<file path="src/rtl/sa_ctrl.sv">
// sa_ctrl - tile controller that acts as the initiator of the 4x4 systolic_array.
//
// A job runs in these phases:
//   LOAD  : read four A words and four B words from the global buffers
//   ARM   : give the array one cycle to latch its operands while still held
//   RUN   : let the array compute until it pulses sa_done
//   DRAIN : write the four C rows back to the global C buffer
//   FIN   : pulse done
//
// Optional build macro: SA_CTRL_TIMEOUT_EN
//   Adds a RUN-phase watchdog. If sa_done does not arrive within
//   TIMEOUT_CYCLES RUN cycles, the job ends with err=1 and no C writes.
//   Without the macro, RUN waits indefinitely and err is tied low.
//
// Ports:
//   clk, rst_n                   clock; asynchronous active-low reset
//   start                        job request, accepted only in IDLE
//   a_base, b_base, c_base       buffer base indices, latched on start
//   busy, done, err              job status; err is valid with done
//   a_index, b_index             A/B read index (RAM has 1-cycle read latency)
//   a_data_in, b_data_in         A/B read data
//   c_index, c_wr_en, c_data_out C buffer write port
//   sa_rst_n                     array reset / run enable, high only in RUN
//   local_buffer_A0..A3, B0..B3  operands presented to the array
//   sa_done                      array completion pulse
//   local_buffer_C0..C3          array result rows
module sa_ctrl #(
    parameter int ADDR_BITS      = 16,
    parameter int DATA_BITS      = 32,
    parameter int DATAC_BITS     = 128,
    parameter int TIMEOUT_CYCLES = 64
) (
    input  logic                  clk,
    input  logic                  rst_n,
    input  logic                  start,
    input  logic [ADDR_BITS-1:0]  a_base,
    input  logic [ADDR_BITS-1:0]  b_base,
    input  logic [ADDR_BITS-1:0]  c_base,
    output logic                  busy,
    output logic                  done,
    output logic                  err,
    output logic [ADDR_BITS-1:0]  a_index,
    output logic [ADDR_BITS-1:0]  b_index,
    input  logic [DATA_BITS-1:0]  a_data_in,
    input  logic [DATA_BITS-1:0]  b_data_in,
    output logic [ADDR_BITS-1:0]  c_index,
    output logic                  c_wr_en,
    output logic [DATAC_BITS-1:0] c_data_out,
    output logic                  sa_rst_n,
    output logic [DATA_BITS-1:0]  local_buffer_A0,
    output logic [DATA_BITS-1:0]  local_buffer_A1,
    output logic [DATA_BITS-1:0]  local_buffer_A2,
    output logic [DATA_BITS-1:0]  local_buffer_A3,
    output logic [DATA_BITS-1:0]  local_buffer_B0,
    output logic [DATA_BITS-1:0]  local_buffer_B1,
    output logic [DATA_BITS-1:0]  local_buffer_B2,
    output logic [DATA_BITS-1:0]  local_buffer_B3,
    input  logic                  sa_done,
    input  logic [DATAC_BITS-1:0] local_buffer_C0,
    input  logic [DATAC_BITS-1:0] local_buffer_C1,
    input  logic [DATAC_BITS-1:0] local_buffer_C2,
    input  logic [DATAC_BITS-1:0] local_buffer_C3
);

    typedef enum logic [2:0] {
        ST_IDLE  = 3'd0,
        ST_LOAD  = 3'd1,
        ST_ARM   = 3'd2,
        ST_RUN   = 3'd3,
        ST_DRAIN = 3'd4,
        ST_FIN   = 3'd5
    } state_t;

    state_t                state_r, state_s;
    logic [2:0]            cnt_r, cnt_s, cnt_inc_s;
    logic [1:0]            cnt_dec_s;
    logic [ADDR_BITS-1:0]  a_base_r, a_base_s, b_base_r, b_base_s, c_base_r, c_base_s;
    logic [ADDR_BITS-1:0]  a_index_r, a_index_s, b_index_r, b_index_s, c_index_r, c_index_s;
    logic [DATA_BITS-1:0]  a_op_r [4];
    logic [DATA_BITS-1:0]  a_op_s [4];
    logic [DATA_BITS-1:0]  b_op_r [4];
    logic [DATA_BITS-1:0]  b_op_s [4];
    logic [DATAC_BITS-1:0] c_data_r, c_data_s;
    logic [DATAC_BITS-1:0] c_rows_s [4];
    logic                  busy_r, busy_s, done_r, done_s;
    logic                  c_wr_en_r, c_wr_en_s, sa_run_r, sa_run_s;

`ifdef SA_CTRL_TIMEOUT_EN
    localparam int RUN_CNT_BITS = $clog2(TIMEOUT_CYCLES + 1);
    logic [RUN_CNT_BITS-1:0] run_cnt_r, run_cnt_s;
    logic                    err_r, err_s;
`else
    // Only the watchdog build consumes the timeout limit.
    localparam int unused_timeout_cycles = TIMEOUT_CYCLES;
`endif

    assign cnt_inc_s = cnt_r + 3'd1;
    // Operand slot written this LOAD cycle; cnt 4 maps to slot 3.
    assign cnt_dec_s = cnt_r[1:0] - 2'd1;

    assign c_rows_s[0] = local_buffer_C0;
    assign c_rows_s[1] = local_buffer_C1;
    assign c_rows_s[2] = local_buffer_C2;
    assign c_rows_s[3] = local_buffer_C3;

    // Next-state and next-output logic for the job sequencer.
    always_comb begin
        state_s   = state_r;
        cnt_s     = cnt_r;
        a_base_s  = a_base_r;
        b_base_s  = b_base_r;
        c_base_s  = c_base_r;
        a_index_s = a_index_r;
        b_index_s = b_index_r;
        c_index_s = c_index_r;
        a_op_s    = a_op_r;
        b_op_s    = b_op_r;
        c_data_s  = c_data_r;
        busy_s    = busy_r;
        done_s    = 1'b0;
        c_wr_en_s = 1'b0;
        sa_run_s  = 1'b0;
`ifdef SA_CTRL_TIMEOUT_EN
        run_cnt_s = run_cnt_r;
        err_s     = err_r;
`endif
        case (state_r)
            ST_IDLE: begin
                if (start) begin
                    a_base_s  = a_base;
                    b_base_s  = b_base;
                    c_base_s  = c_base;
                    a_index_s = a_base;
                    b_index_s = b_base;
                    cnt_s     = 3'd0;
                    busy_s    = 1'b1;
`ifdef SA_CTRL_TIMEOUT_EN
                    err_s     = 1'b0;
`endif
                    state_s   = ST_LOAD;
                end else begin
                    busy_s = 1'b0;
                end
            end
            ST_LOAD: begin
                // Read data lags the index by one cycle, so the word for
                // index cnt-1 is on the data inputs now.
                if (cnt_r != 3'd0) begin
                    a_op_s[cnt_dec_s] = a_data_in;
                    b_op_s[cnt_dec_s] = b_data_in;
                end else begin
                    a_op_s = a_op_r;
                    b_op_s = b_op_r;
                end
                // Index is registered: present base+cnt+1 for the next cycle.
                if (cnt_r < 3'd3) begin
                    a_index_s = a_base_r + ADDR_BITS'(cnt_inc_s);
                    b_index_s = b_base_r + ADDR_BITS'(cnt_inc_s);
                end else begin
                    a_index_s = a_index_r;
                    b_index_s = b_index_r;
                end
                if (cnt_r == 3'd4) begin
                    cnt_s   = 3'd0;
                    state_s = ST_ARM;
                end else begin
                    cnt_s = cnt_inc_s;
                end
            end
            ST_ARM: begin
                sa_run_s = 1'b1;
`ifdef SA_CTRL_TIMEOUT_EN
                run_cnt_s = '0;
`endif
                state_s = ST_RUN;
            end
            ST_RUN: begin
                if (sa_done) begin
                    // Dropping sa_run here stops the array before it recomputes,
                    // so its C rows stay stable throughout DRAIN.
                    c_wr_en_s = 1'b1;
                    c_index_s = c_base_r;
                    c_data_s  = c_rows_s[0];
                    cnt_s     = 3'd0;
                    state_s   = ST_DRAIN;
                end else begin
`ifdef SA_CTRL_TIMEOUT_EN
                    if (run_cnt_r == RUN_CNT_BITS'(TIMEOUT_CYCLES - 1)) begin
                        err_s   = 1'b1;
                        done_s  = 1'b1;
                        state_s = ST_FIN;
                    end else begin
                        run_cnt_s = run_cnt_r + RUN_CNT_BITS'(1'b1);
                        sa_run_s  = 1'b1;
                    end
`else
                    sa_run_s = 1'b1;
`endif
                end
            end
            ST_DRAIN: begin
                if (cnt_r == 3'd3) begin
                    done_s  = 1'b1;
                    cnt_s   = 3'd0;
                    state_s = ST_FIN;
                end else begin
                    cnt_s     = cnt_inc_s;
                    c_wr_en_s = 1'b1;
                    c_index_s = c_base_r + ADDR_BITS'(cnt_inc_s);
                    c_data_s  = c_rows_s[cnt_inc_s[1:0]];
                end
            end
            ST_FIN: begin
                busy_s  = 1'b0;
                state_s = ST_IDLE;
            end
            default: begin
                busy_s  = 1'b0;
                state_s = ST_IDLE;
            end
        endcase
    end

    // State and output registers.
    always_ff @(posedge clk or negedge rst_n) begin
        if (!rst_n) begin
            state_r   <= ST_IDLE;
            cnt_r     <= 3'd0;
            a_base_r  <= '0;
            b_base_r  <= '0;
            c_base_r  <= '0;
            a_index_r <= '0;
            b_index_r <= '0;
            c_index_r <= '0;
            a_op_r    <= '{default: '0};
            b_op_r    <= '{default: '0};
            c_data_r  <= '0;
            busy_r    <= 1'b0;
            done_r    <= 1'b0;
            c_wr_en_r <= 1'b0;
            sa_run_r  <= 1'b0;
`ifdef SA_CTRL_TIMEOUT_EN
            run_cnt_r <= '0;
            err_r     <= 1'b0;
`endif
        end else begin
            state_r   <= state_s;
            cnt_r     <= cnt_s;
            a_base_r  <= a_base_s;
            b_base_r  <= b_base_s;
            c_base_r  <= c_base_s;
            a_index_r <= a_index_s;
            b_index_r <= b_index_s;
            c_index_r <= c_index_s;
            a_op_r    <= a_op_s;
            b_op_r    <= b_op_s;
            c_data_r  <= c_data_s;
            busy_r    <= busy_s;
            done_r    <= done_s;
            c_wr_en_r <= c_wr_en_s;
            sa_run_r  <= sa_run_s;
`ifdef SA_CTRL_TIMEOUT_EN
            run_cnt_r <= run_cnt_s;
            err_r     <= err_s;
`endif
        end
    end

    assign busy            = busy_r;
    assign done            = done_r;
    assign a_index         = a_index_r;
    assign b_index         = b_index_r;
    assign c_index         = c_index_r;
    assign c_wr_en         = c_wr_en_r;
    assign c_data_out      = c_data_r;
    assign sa_rst_n        = sa_run_r;
    assign local_buffer_A0 = a_op_r[0];
    assign local_buffer_A1 = a_op_r[1];
    assign local_buffer_A2 = a_op_r[2];
    assign local_buffer_A3 = a_op_r[3];
    assign local_buffer_B0 = b_op_r[0];
    assign local_buffer_B1 = b_op_r[1];
    assign local_buffer_B2 = b_op_r[2];
    assign local_buffer_B3 = b_op_r[3];
`ifdef SA_CTRL_TIMEOUT_EN
    assign err = err_r;
`else
    assign err = 1'b0;
`endif

endmodule

</file>
<file path="config.mk">
export PLATFORM = sky130hd
export DESIGN_NAME = sa_ctrl
export DESIGN_NICKNAME = d
export VERILOG_FILES = /design/src/rtl/sa_ctrl.sv
export SDC_FILE = /design/constraint.sdc
export NUM_CORES = 1
export LEC_CHECK = 0
export ABC_AREA = 1
export BUFFER_PORTS_ARGS = -buffer_cell sky130_fd_sc_hd__buf_2
export CORE_AREA = 4 4 417 419
export CTS_BUF_LIST = sky130_fd_sc_hd__clkbuf_8
export DETAILED_ROUTE_END_ITERATION = 12
export DIE_AREA = 0 0 421 423
export PLACE_DENSITY_LB_ADDON = 0.1
export SYNTH_ARGS = -nofsm -noshare
export SYNTH_HDL_FRONTEND = slang
export SYNTH_SLANG_ARGS = --single-unit
</file>
<file path="constraint.sdc">
create_clock -name clk -period 3.95 [get_ports clk]
set_input_delay 0 -clock clk [delete_from_list [all_inputs] [get_ports clk]]
set_output_delay 0 -clock clk [all_outputs]
set_load 0.02 [all_outputs]
</file>
Word-level counts from Yosys, hierarchy flattened
Index checks and enable logic that the tools add are counted.
- add/sub/neg operators: 5
- magnitude comparators: 4
- eq/ne operators: 12
- muxes and demuxes: 38
- bitwise operators: 2
- reduce and logical (&&, ||, !) cells: 13
- operators with widths (kind ; count):
    $mux W128 ; 4
    $bmux W128 S2 ; 1
    $bwmux W128 ; 2
    $pmux W128 S2 ; 1
    $mux W16 ; 6
    $pmux W16 S2 ; 3
    $demux W32 S2 ; 1
    $add A16 B3 Y16 ; 3
    $mux W32 ; 1
    $mux W3 ; 8
    $pmux W3 S5 ; 1
    $ne A2 B2 Y1 const B ; 6
    $pmux W3 S4 ; 1
    $eq A3 B2 Y1 const B ; 3
    $reduce_and A3 Y1 ; 3
    $eq A3 B3 Y1 const B ; 2
    $ge A3 B3 Y1 const B ; 2
    $mux W1 ; 6
    $not A2 Y3 ; 2
    $pmux W1 S2 ; 3
    $reduce_and A2 Y1 ; 2
    $reduce_and A4 Y1 ; 1
    $reduce_bool A2 Y1 ; 2
    $reduce_bool A4 Y1 ; 1
    9 further kinds ; 9
- register bits: 490
- output and inout bits: 437
- logic and storage cells: 95

Logic depth before layout (Yosys ltp)
- depth after elaboration: 7
- gate-level depth with buffers: 16
- gate-level depth less buffers: 14

Least setup slack after synthesis
Ideal clock, no wire load.
- kind: reg-to-reg
- start point: reg cnt_r[0]
- end point: reg a_index_r[12] (netlist: a_index[12])
- setup time: 116 ps
- arrival time: 2532 ps
- required time: 3834 ps
- slack: 1302 ps
- cell stages (with the launch flop): 15
- buffers on the path: 2
- clock period less this slack: 2648 ps
- cells stage by stage: dfrtp_1 > inv_2 > clkbuf_1 > ha_1 > buf_2 > inv_1 > fa_1 > inv_1 > nand2_1 > a21oi_1 > nand2_1 > o21ai_0 > nand3_1 > nand2_1 > nand2_1
- cells in the longest elaborated chain, start to end: 4
- elaborated cells on any way between the ends: 7
- those cells by class: add/sub: 2; order compare: 1; eq/ne: 1; mux: 2; reduce/logical: 1
- RTL lines (what ; RTL line ; RTL):
    start, declared ; 75 ; logic [2:0] cnt_r, cnt_s, cnt_inc_s;
    start signal, assigned ; 248 ; cnt_r <= cnt_s;
    $add A3 B1 Y3 ; 97 ; assign cnt_inc_s = cnt_r + 3'd1;
    $add A16 B3 Y16 ; 157 ; a_index_s = a_base_r + ADDR_BITS'(cnt_inc_s);
    $mux W16 ; 156 ; if (cnt_r < 3'd3) begin
    $pmux W16 S2 ; 127 ; case (state_r)
    end signal, assigned ; 252 ; a_index_r <= a_index_s;
    end, declared ; 78 ; logic [ADDR_BITS-1:0] a_index_r, a_index_s, b_index_r, b_index_s, c_index_r, c_index_s;
Several ways; a longest one is shown, not always the timed one. The select of a mux whose other input is x is not followed.
A chain may end at the register's enable or synchronous reset.

Worst setup path after layout
- start point: reg cnt_r[0]
- end point: reg c_data_r[79] (netlist: c_data_out[79])
- cells in the longest elaborated chain, start to end: 7
- elaborated cells on any way between the ends: 10
- those cells by class: add/sub: 1; eq/ne: 2; mux: 5; bitwise: 1; reduce/logical: 1
- RTL lines (what ; RTL line ; RTL):
    $add A3 B1 Y3 ; 97 ;
    $not A2 Y3 (not written as such) ; 210 ; c_data_s = c_rows_s[cnt_inc_s[1:0]];
    $bmux W128 S2 ; 210 ;
    $mux W128 (not written as such) (2 in a row) ; 210 ;
    $mux W128 ; 202 ; if (cnt_r == 3'd3) begin
    $pmux W128 S2 ; 127 ;
    end signal, assigned ; 257 ; c_data_r <= c_data_s;
    end, declared ; 83 ; logic [DATAC_BITS-1:0] c_data_r, c_data_s;
Several ways; a longest one is shown, not always the timed one. The select of a mux whose other input is x is not followed.

==> results.toml <==
[drt]
drc = 0
ant_nets = 0
vias_per_cell = 3.95
drt_iter0_drc = 1376
vias = 27400
routed_wl_um = 165000
wl_per_cell_um = 23.8
first_pass_iters = 5

[sta]
setup_violations = 0
min_period_over_period_pct = 92.7
fin_hold_ws_ps = 125
max_freq_mhz = 273
rsz0062_at_grt = "no"
drv_slew = 0
fin_worst_skew_ps = 48.4
worstMarginPinSlew_ps = 1060
tns_ps = 0
hold_viol = 0
min_period_ps = 3660
relSlewSlack_pct = 29.4

[yosys]
synth_edf_count = 0
seq_area_frac_synth_pct = 51.7
netlist_top_cells_area = "dfrtp_1 (52%), nand2_1 (14%), o21ai_0 (8.8%)"
ys_warn_count = 0
synth_common_cells = "nand2_1 (909), dfrtp_1 (490), o21ai_0 (415)"
dominantRegCellSynth = "dfrtp_1"
synth_top_area_cell = "dfrtp_1"
yosysMostFrequentCell = "nand2_1"
synth_cell_types = 33
synthCells = 2941
synth_top_cell_area_share_pct = 51.7
ys_ff_latch = 490
mappedNetlistArea_um2 = 23700
synth.avg_cell_area_um2 = 8.06
syn_nets = 3588
synth-async-reset-ratio_pct = 100

[finish]
nFillCells = 19300
fin_nets = 5227
multi_input_area_um2 = 9500
drive_above_1_share_pct = 27.7
regArea_um2 = 12300
syn_to_final_growth_pct = 68.8

[clocking]
clk_pin_slew_worst_paths_ps = 60
clock_latency_ps = 830
cts_buffers = 110
cts_tree = "yes"
cts.sinks = 490
clock-root-buffer = "clkbuf_8"
htreeDepth = 3
post_cts.repair.setup_buffers = 0
clockBufferDepth = 3

[global_routing]
gr-usage-met1_pct = 18.9
grt_pass1_wl_um = 229000
grt_max_degree = 141
use_met2_pct = 34.6
grt_antenna_before_repair = 88
grt_util_all_layers_pct = 18.0
use_met3_pct = 3.71
grt_pass1_vias = 28600
grt.busiest_layer = "met2"
grt-ovfl-total = 0

[run]
maxCapViolCount = 0

[floorplan]
ios = 1065
core_um2 = 171000
start_util_pct = 13.9
chipHeight_um = 423
die_area_um2 = 178000
die_x_um = 421
rows = 152

[critical_path]
arrival_ps = 4400
regToRegSetupSlack_ps = 290
reg2regPathDepth = 10
cp.required_ps = 4690
path_max_fanout = 139
rr_endpoint = "c_data_out[79]$_DFFE_PN0P_"
criticalPathCategory = "reg2reg"
endpoint_kind = "flop"
rr_startpoint = "cnt_r[0]$_DFFE_PN0P_"
crit_end = "c_data_out[79]$_DFFE_PN0P_"
cp-startpoint = "cnt_r[0]$_DFFE_PN0P_"
critPathLaunchType = "flop"

[pwr]
irDropWorstVdd_mv = 0.606
p_per_area_nw_per_um2 = 791
p_leak_uw = 0.0200

[worst_hold_path]
hold_class = "in2reg"

[outcome]
status = "complete, no violations"

[placed_design]
place.gp.congestion = 0.930
dp.final_hpwl_um = 125000
port-buffer-count = 1063
-- sequential cells by signal (all words and copies together), names as in the netlist --
register,count
b_index,16
sa_rst_n,1
a_base_r,16
c_index,16
state_r,3
local_buffer_A3,32
local_buffer_A0,32
cnt_r,3
local_buffer_B3,32
local_buffer_A1,32
c_data_out,128
a_index,16
local_buffer_B1,32
c_wr_en,1
local_buffer_B2,32
b_base_r,16
busy,1
c_base_r,16
local_buffer_B0,32
local_buffer_A2,32
done,1
-- cells by family (layout without fill, tap and decap cells) --
kind of cell             after synthesis  in the layout  share of synthesized area [%]
AO/OA/AOI/OAI                        885            885                           20.8
XOR/XNOR                               9              9                          0.333
adder cells (fa/ha/maj)               19             19                           1.10
buffers and inverters                477           2199                           8.64
flip-flops                           490            490                           51.7
other                                  1             25                         0.0158
AND/OR/NAND/NOR                     1060           1060                           17.3
-- worst min-delay path by stage --
| stage | end | slack [ps] | from | cells after the start |
|---|---|---|---|---|
| after floorplan | a_base_r[0]$_DFFE_PN0P_ | -300 | rst_n | 0 |
| after global placement | c_data_out[82]$_DFFE_PN0P_ | 120 | rst_n | 1 |
| after detailed placement | c_data_out[82]$_DFFE_PN0P_ | 120 | rst_n | 1 |
| after CTS | c_data_out[60]$_DFFE_PN0P_ | 1 | local_buffer_C1[60] | 6 |
| after global routing | local_buffer_B2[19]$_DFFE_PN0P_ | 80 | b_data_in[19] | 4 |
| final | local_buffer_A1[2]$_DFFE_PN0P_ | 120 | a_data_in[2] | 4 |
-- worst max-delay path, stage by stage, from the launching register on --
cell and delay (ps):
dfrtp_2 520, inv_6 110, ha_4 420, buf_12 460, a21oi_1 260, o21bai_1 230
o22ai_1 120, dlygate4sd3_1 580, nand2_1 40, dlygate4sd3_1 590, nand2_1 60
-- power by group --
group | leakage, uW | switching, uW | internal [uW]
registers | 0.00580 | 1500 | 7500
logic | 0.0128 | 11000 | 5380
clock network | 0.00133 | 2850 | 3470
total | 0.0200 | 15300 | 16400
-- final cells by class --
type / count / area share, %
multi-input cells: 1974 / 23.7
clock buffers: 129 / 4.44
diodes: 24 / 0.150
inverters: 281 / 2.67
flip-flops and latches: 490 / 30.6
repair buffers: 1723 / 30.0
well taps: 2233 / 6.98
clock inverters: 66 / 1.40
-- metal layers --
layer / wire (um) / vias up
met5: 87 / -
met4: 6690 / 12
met3: 8200 / 330
met2: 89500 / 905
met1: 60000 / 13200
li1: - / 12900
-- layout by cell type (no fill, tap or decap), drive strengths merged --
cell         count
o21bai         127
clkinvlp         1
nand2          912
nand3           58
dlygate4sd3    612
conb             1
a21oi          149
nor2            72
o211ai           4
inv            321
xor2             7
dfrtp          490
o21ai          470
o31ai            1
xnor2            2
o22ai          127
fa               3
a32oi            1
nand3b           2
clkbuf         129
bufinv           7
nor3             6
diode           24
buf           1111
clkinv          18
a31oi            5
o21a             1
nand4           10
ha              16
-- repair_timing --
action | 4_1_cts | 5_1_grt
endpoints found under the hold margin | 957 | 0
endpoints found under the setup margin | 0 | 4
hold buffers | 613 | 0
resized for setup | 0 | 2
-- metrics by stage --
step,area (um^2),setup slack (ps),std cells,total power [uW],util [%]
6_report,40000,290,6920,31700,23.5
5_1_grt,40000,57.5,6911,34100,23.4
4_1_cts,40000,61.3,6896,32500,23.4
3_5_place_dp,31500,916,6088,24800,18.4
3_3_place_gp,31500,912,6088,24800,18.4
2_1_floorplan,23700,1300,2941,17800,-
Power figures use the tool's default switching activity.
